### src/rtl/rv32im_types.sv
// Shared RV32IM types: base opcodes plus the BTB write-port encoding and update-FIFO entry.
package rv32im_types;

  typedef enum logic [6:0] {
    op_b_lui   = 7'b0110111,
    op_b_auipc = 7'b0010111,
    op_b_jal   = 7'b1101111,
    op_b_jalr  = 7'b1100111,
    op_b_br    = 7'b1100011,
    op_b_load  = 7'b0000011,
    op_b_store = 7'b0100011,
    op_b_imm   = 7'b0010011,
    op_b_reg   = 7'b0110011
  } rv32i_opcode;

  typedef enum logic [1:0] {
    WR_BR    = 2'd0,
    WR_JMP   = 2'd1,
    WR_INVAL = 2'd2
  } btb_wr_op_t;

  typedef struct packed {
    btb_wr_op_t  op;
    logic [31:0] pc;
    logic [31:0] target;
  } btb_upd_entry_t;

endpackage

### src/rtl/btb_upd_fifo.sv
// Synchronous FIFO of pending BTB updates; clear empties it and overrides push/pop.
module btb_upd_fifo
  import rv32im_types::*;
#(
  parameter int unsigned DEPTH = 4
) (
  input  logic           clk,
  input  logic           rst,
  input  logic           push,
  input  btb_upd_entry_t wdata,
  input  logic           pop,
  input  logic           clear,
  output btb_upd_entry_t rdata,
  output logic           full,
  output logic           empty
);

  localparam int unsigned PtrW = $clog2(DEPTH);
  localparam int unsigned CntW = PtrW + 1;

  btb_upd_entry_t mem [DEPTH];

  logic [PtrW-1:0] wr_ptr_q, wr_ptr_d;
  logic [PtrW-1:0] rd_ptr_q, rd_ptr_d;
  logic [CntW-1:0] count_q, count_d;
  logic            do_push, do_pop;

  assign full    = (count_q == CntW'(DEPTH));
  assign empty   = (count_q == '0);
  assign do_push = push && !full && !clear;
  assign do_pop  = pop && !empty && !clear;
  assign rdata   = mem[rd_ptr_q];

  always_comb begin
    wr_ptr_d = wr_ptr_q;
    rd_ptr_d = rd_ptr_q;
    count_d  = count_q;
    if (clear) begin
      wr_ptr_d = '0;
      rd_ptr_d = '0;
      count_d  = '0;
    end else begin
      if (do_push) wr_ptr_d = wr_ptr_q + PtrW'(1);
      if (do_pop)  rd_ptr_d = rd_ptr_q + PtrW'(1);
      if (do_push && !do_pop)      count_d = count_q + CntW'(1);
      else if (do_pop && !do_push) count_d = count_q - CntW'(1);
    end
  end

  always_ff @(posedge clk) begin
    if (rst) begin
      wr_ptr_q <= '0;
      rd_ptr_q <= '0;
      count_q  <= '0;
    end else begin
      wr_ptr_q <= wr_ptr_d;
      rd_ptr_q <= rd_ptr_d;
      count_q  <= count_d;
    end
  end

  // Payload storage needs no reset; empty gates every use of rdata.
  always_ff @(posedge clk) begin
    if (do_push) mem[wr_ptr_q] <= wdata;
  end

endmodule

### src/rtl/btb_update_ctrl.sv
// Serialises ROB-commit BTB updates and full-BTB invalidate sweeps onto one write port.
module btb_update_ctrl
  import rv32im_types::*;
#(
  parameter int unsigned FIFO_DEPTH = 4,
  parameter int unsigned BTB_DEPTH  = 2
) (
  input  logic                 clk,
  input  logic                 rst,
  input  logic                 commit_valid,
  output logic                 commit_ready,
  input  logic [31:0]          commit_pc,
  input  logic [31:0]          commit_pc_next,
  input  logic [6:0]           commit_opcode,
  input  logic                 commit_taken,
  input  logic                 flush_req,
  output logic                 flush_done,
  output logic                 btb_wr_valid,
  input  logic                 btb_wr_ready,
  output btb_wr_op_t           btb_wr_op,
  output logic [BTB_DEPTH-1:0] btb_wr_index,
  output logic [31:0]          btb_wr_pc,
  output logic [31:0]          btb_wr_target
);

  localparam logic [1:0] IDLE  = 2'd0;
  localparam logic [1:0] FLUSH = 2'd1;
  localparam logic [1:0] DONE  = 2'd2;

  localparam logic [BTB_DEPTH-1:0] SweepLast = '1;

  logic [1:0]           state_q, state_d;
  logic [BTB_DEPTH-1:0] sweep_q, sweep_d;

  logic           is_br, qualifying;
  logic           fifo_push, fifo_pop, fifo_clear, fifo_full, fifo_empty;
  btb_upd_entry_t fifo_wdata, fifo_head;

  assign is_br      = (commit_opcode == op_b_br);
  assign qualifying = commit_valid &&
                      ((is_br && commit_taken) ||
                       (commit_opcode == op_b_jal) ||
                       (commit_opcode == op_b_jalr));

  // Only branch-relevant commits can be back-pressured; everything else is dropped.
  assign commit_ready = !qualifying || ((state_q == IDLE) && !fifo_full);

  assign fifo_push        = qualifying && commit_ready;
  assign fifo_wdata.op     = is_br ? WR_BR : WR_JMP;
  assign fifo_wdata.pc     = commit_pc;
  assign fifo_wdata.target = commit_pc_next;
  assign fifo_pop         = (state_q == IDLE) && !fifo_empty && btb_wr_ready;
  assign fifo_clear       = (state_q == IDLE) && flush_req;

  btb_upd_fifo #(
    .DEPTH (FIFO_DEPTH)
  ) u_fifo (
    .clk   (clk),
    .rst   (rst),
    .push  (fifo_push),
    .wdata (fifo_wdata),
    .pop   (fifo_pop),
    .clear (fifo_clear),
    .rdata (fifo_head),
    .full  (fifo_full),
    .empty (fifo_empty)
  );

  always_comb begin
    btb_wr_valid  = 1'b0;
    btb_wr_op     = WR_BR;
    btb_wr_index  = '0;
    btb_wr_pc     = '0;
    btb_wr_target = '0;
    flush_done    = 1'b0;
    case (state_q)
      IDLE: begin
        if (!fifo_empty) begin
          btb_wr_valid  = 1'b1;
          btb_wr_op     = fifo_head.op;
          btb_wr_pc     = fifo_head.pc;
          btb_wr_target = fifo_head.target;
        end
      end
      FLUSH: begin
        btb_wr_valid = 1'b1;
        btb_wr_op    = WR_INVAL;
        btb_wr_index = sweep_q;
      end
      DONE: flush_done = 1'b1;
      default: ;
    endcase
  end

  always_comb begin
    state_d = state_q;
    sweep_d = sweep_q;
    case (state_q)
      IDLE: begin
        if (flush_req) begin
          state_d = FLUSH;
          sweep_d = '0;
        end
      end
      FLUSH: begin
        if (btb_wr_ready) begin
          sweep_d = sweep_q + BTB_DEPTH'(1);
          if (sweep_q == SweepLast) state_d = DONE;
        end
      end
      DONE:    state_d = IDLE;
      default: state_d = IDLE;
    endcase
  end

  always_ff @(posedge clk) begin
    if (rst) begin
      state_q <= IDLE;
      sweep_q <= '0;
    end else begin
      state_q <= state_d;
      sweep_q <= sweep_d;
    end
  end

endmodule

### config.mk
export PLATFORM = sky130hd
export DESIGN_NAME = btb_update_ctrl
export DESIGN_NICKNAME = d
export VERILOG_FILES = /design/src/rtl/rv32im_types.sv /design/src/rtl/btb_upd_fifo.sv /design/src/rtl/btb_update_ctrl.sv
export SDC_FILE = /design/constraint.sdc
export NUM_CORES = 1
export LEC_CHECK = 0
export ABC_CLOCK_PERIOD_IN_PS = 3600
export BUFFER_PORTS_ARGS = -buffer_cell sky130_fd_sc_hd__buf_2
export CORE_MARGIN = 5
export CORE_UTILIZATION = 57
export CTS_CLUSTER_DIAMETER = 30
export DETAILED_ROUTE_END_ITERATION = 8
export PLACE_DENSITY = 0.87
export SYNTH_ARGS = -nofsm -noshare
export SYNTH_HDL_FRONTEND = slang
export SYNTH_SLANG_ARGS = --single-unit
### constraint.sdc
create_clock -name clk -period 3.6 [get_ports clk]
set_input_delay 0.54 -clock clk [delete_from_list [all_inputs] [get_ports clk]]
set_output_delay 0.54 -clock clk [all_outputs]
set_load 0.1 [all_outputs]
==> run summary <==
The post-synthesis average cell area is between 20 and 25 um2. In this run, the combinational gates consume 2.0% of the power. For the final database, setup skew stands at 0.0159 ns. Of the post-synthesis cell area, the part taken by muxes is about 14%. The number of flops mapped to enable cells by yosys is 260. For this run, the leading register cell type out of synthesis is sky130_fd_sc_hd__edfxtp_1. The wire length on met3 is 1.56 mm. The number of vias per cell after detailed routing came out at just under 6. Before antenna repair, the detailed router went through 5 iterations. The net count of the finished layout is 759. The design area came out at 13100 um2.

The number of buffers created by CTS is 44. Summing the areas of all compound-gate instances in the mapped netlist gives 0.968% of the synthesized area. The HPWL after detailed placement is 12.6 mm.

The synthesis warning total is 0. The initial DRC count is 336. The max capacitance violation total is 0. The detailed router put a total of 8.34 mm of wire on met1. The routed layout has 5579 vias.

The number of antenna violations at the first check in global routing is 0. After detailed placement, the total cell area comes to approximately 12000 um2. In the final routed layout, each cell accounts on average for 23.5 um. The peak fanout along the critical path is 23. After clock tree synthesis, the clock-pin slew on the worst setup and hold paths is 0.05 ns.

The data required time of the critical path is 3.06 ns. The startpoint identified for the worst hold timing path is commit_pc[30]. The startpoint identified for the worst register-to-register timing path is u_fifo.count_q[0].

The reported net switching power is 1.50 mW. The proportion of synthesized flip-flops having asynchronous set or reset is 0%. The die extent in x is 146 um. Buffers inserted to repair hold after CTS numbered 0. The worst slack after detailed placement came out at 0.935 ns. The top cell type's share of synthesized area came out at 73.7%. Setup violations remaining at the end of the flow were counted as 0. The startpoint kind of the worst setup timing path is a flip-flop. The post-synthesis sequential element count came out at 273. For the pin with the worst max-slew slack, the measured transition is 0.688 ns. The number of global-route vias before repair came to 6105.

Post-CTS timing repair inserted 0 buffers for setup. The flow ran to the end, and the final reports show no timing, DRC or antenna violations. The count of final hold-check violations is 0. The tightest slew margin relative to the limit came out at 54.1%. The number of remaining DRC errors came out at 0.

The share of power burned in registers is 44.2%. In this run, the clock network consumes 53.9% of the power. Cells with a size suffix above 1 make up 41.9% of the layout. The initial standard-cell utilization of the core is 58.4%. Summing the areas of all xor and xnor instances in the mapped netlist gives less than 1% of the synthesized area. After floorplanning, the core was divided into 49 placement rows. Based on the critical path, the design can be clocked at up to between 300 and 400 MHz.

The sequential share of the synthesized area came out at 76.2%. For this design the static power due to leakage is 4.87 nW. The clock reaches the later pin of the worst-skew pair after between 0.5 and 0.6 ns. The pin count of the biggest net entering global routing came out at 69.

The worst vdd rail ir drop is approximately 0.41 mV. The area inside the core boundary is 18100 um2. Of the total power, the share spent switching nets is a little under a fifth.

The congestion estimate from routability-driven global placement came to between 0.7 and 0.8. The final clock period utilization by the worst path came out at between 80% and 90%. Setup repair after global routing left no endpoint under its margin. The power density relative to cell area came out at 600 nW/um2. The setup TNS after final layout is 0 ns. The number of max-slew violations in the final report came out at 0. During placement, the flow inserted port buffers numbering 147. The deepest level of the CTS H-tree is 2.

Ranked by total cell area, the synthesized netlist is headed by sky130_fd_sc_hd__edfxtp_1, sky130_fd_sc_hd__mux4_2, sky130_fd_sc_hd__and3_1. The global-route usage over all layers is 20.7%. The die outline area came out at 21400 um2. From synthesis to final layout, the design area changed by 24.1%.

The cell chosen for the clock root is sky130_fd_sc_hd__clkbuf_16. Once detail routing completed, the nets flagged for antenna violations numbered 0. The area share of fa/ha/maj cells after synthesis came out at less than 1%. The clock tree buffer depth came out at 3. The final routed wirelength across all metal layers is 22.0 mm. The post-synthesis instance area came out at 10600 um2. The total of fill cells in the finished design is approximately 1000. The global-route congestion overflow total came out at 0. The post-synthesis net count came out at 587. The wire length on met2 came out at approximately 11 mm. The smallest setup slack after layout is 0.590 ns. The global-route wire length before repair came out at between 30 and 40 mm. The total of cells resized after clock tree synthesis is 0. The synthesized instance count came out at 503.

TritonCTS built the clock tree. After synthesis, the largest family of logic cells by area is multiplexers. The simple-gate portion of the synthesized area came out at under 10%.

From bottom edge to top edge, the die measures 146 um. Counting every sink on the clock net gives 273. The diode insertion count for antenna repair came out at 0.

The final period demand of the worst path came out at 3.01 ns. Cell internal power was estimated by the tool at around 6.4 mW. The critical path arrival is 2.47 ns. In this run the top signal layer used is met4. The number of distinct library cells after synthesis came out at 36. Summed over all instances, the cell type with the most area after synthesis is sky130_fd_sc_hd__edfxtp_1. The worst setup path is captured at an output pin. The type of the worst setup path is reg -> out. approximately 150 I/O pins were placed. The worst hold path belongs to the class in -> reg.
[kinds of logic after synthesis]
logic type	count (synthesis)
and+or+nand+nor	101
adders and majority gates	7
DFF	273
xor gates and xnor gates	4
muxes	67
buffers and inverters	36
AOI/OAI and AO/OA	15
[final timing paths]
| check | end | slack, ns | cells past startpoint |
|---|---|---|---|
| hold / removal | u_fifo.mem[0][62] | 0.24 | 1 |
| setup / recovery | btb_wr_pc[11] | 0.59 | 4 |
| hold reg to reg | u_fifo.count_q[2] | 0.52 | 2 |
| setup reg to reg | u_fifo.count_q[2] | 0.96 | 8 |
[final cells by class]
cell class / instances / area, um2 / share of cell area, %
Clock buffer: 53 / 1160 / 8.79
Clock inverter: 27 / 355 / 2.70
Tap cell: 229 / 287 / 2.18
Timing Repair Buffer: 157 / 898 / 6.83
Sequential cell: 273 / 8080 / 61.4
Multi-Input combinational cell: 194 / 2350 / 17.9
Inverter: 5 / 18.8 / 0.143
[cells in the mapped netlist, types with 2 or more instances]
cell / n
sky130_fd_sc_hd__nor2b_1: 4
sky130_fd_sc_hd__clkbuf_1: 14
sky130_fd_sc_hd__a21oi_1: 3
sky130_fd_sc_hd__buf_2: 10
sky130_fd_sc_hd__mux4_2: 65
sky130_fd_sc_hd__mux2i_1: 2
sky130_fd_sc_hd__edfxtp_1: 260
sky130_fd_sc_hd__and2_1: 2
sky130_fd_sc_hd__buf_6: 6
sky130_fd_sc_hd__nor2_1: 12
sky130_fd_sc_hd__xor2_1: 4
sky130_fd_sc_hd__inv_1: 5
sky130_fd_sc_hd__a22oi_1: 2
sky130_fd_sc_hd__dfxtp_1: 13
sky130_fd_sc_hd__ha_1: 6
sky130_fd_sc_hd__and3_1: 69
sky130_fd_sc_hd__nand3_1: 5
sky130_fd_sc_hd__o21ai_0: 3
[registers in the layout, indices dropped and copies added (netlist names), named ones only]
signal           flops
u_fifo.mem         260
u_fifo.count_q       3
state_q              2
sweep_q              2
u_fifo.rd_ptr_q      2
u_fifo.wr_ptr_q      2
[power by group through the flow]
stage	Clock [mW]	Sequential (mW)	Combinational [mW]
2_1_floorplan	0	3.55	0.0648
3_5_place_dp	0	3.55	0.152
4_1_cts	4.31	3.48	0.155
5_1_grt	4.50	3.48	0.168
6_report	4.25	3.48	0.156
3_3_place_gp	0	3.54	0.141
[through the flow]
stage          hold slack [ns]  total power, mW  util [%]  std cells
2_1_floorplan            0.467             3.61         -        503
3_3_place_gp             0.483             3.69      64.1        858
3_5_place_dp             0.512             3.70      64.1        858
4_1_cts                  0.216             7.95      72.4        938
5_1_grt                  0.224             8.15      72.4        938
6_report                 0.240             7.89      72.4        938
[per-layer routing]
layer  global-route usage (%)  vias up
met5                        0        -
met4                     7.62        0
met3                     5.52       52
met2                     35.8      238
met1                     25.4     2844
li1                         -     2445
[worst max-delay path, stage by stage, from the launching register on]
cell	delay (ns)
sky130_fd_sc_hd__dfxtp_4	0.61
sky130_fd_sc_hd__buf_12	0.28
sky130_fd_sc_hd__mux4_2	0.54
sky130_fd_sc_hd__and3_1	0.22
sky130_fd_sc_hd__buf_2	0.30
[placed cells by master (no fill, tap or decap), types with 6 or more instances in the layout]
| master | synthesis | routed |
|---|---|---|
| sky130_fd_sc_hd__edfxtp_1 | 260 | 260 |
| sky130_fd_sc_hd__buf_2 | 10 | 147 |
| sky130_fd_sc_hd__mux4_2 | 65 | 65 |
| sky130_fd_sc_hd__and3_1 | 69 | 65 |
| sky130_fd_sc_hd__clkbuf_16 | 0 | 45 |
| sky130_fd_sc_hd__nor2_1 | 12 | 12 |
| sky130_fd_sc_hd__dfxtp_1 | 13 | 11 |
| sky130_fd_sc_hd__bufinv_16 | 0 | 8 |
| sky130_fd_sc_hd__clkbuf_1 | 14 | 8 |
| sky130_fd_sc_hd__buf_12 | 0 | 7 |
| sky130_fd_sc_hd__ha_1 | 6 | 6 |
| sky130_fd_sc_hd__clkinv_1 | 0 | 6 |
| sky130_fd_sc_hd__clkinv_2 | 0 | 6 |
Note: power is estimated with default switching activity, not from simulation.
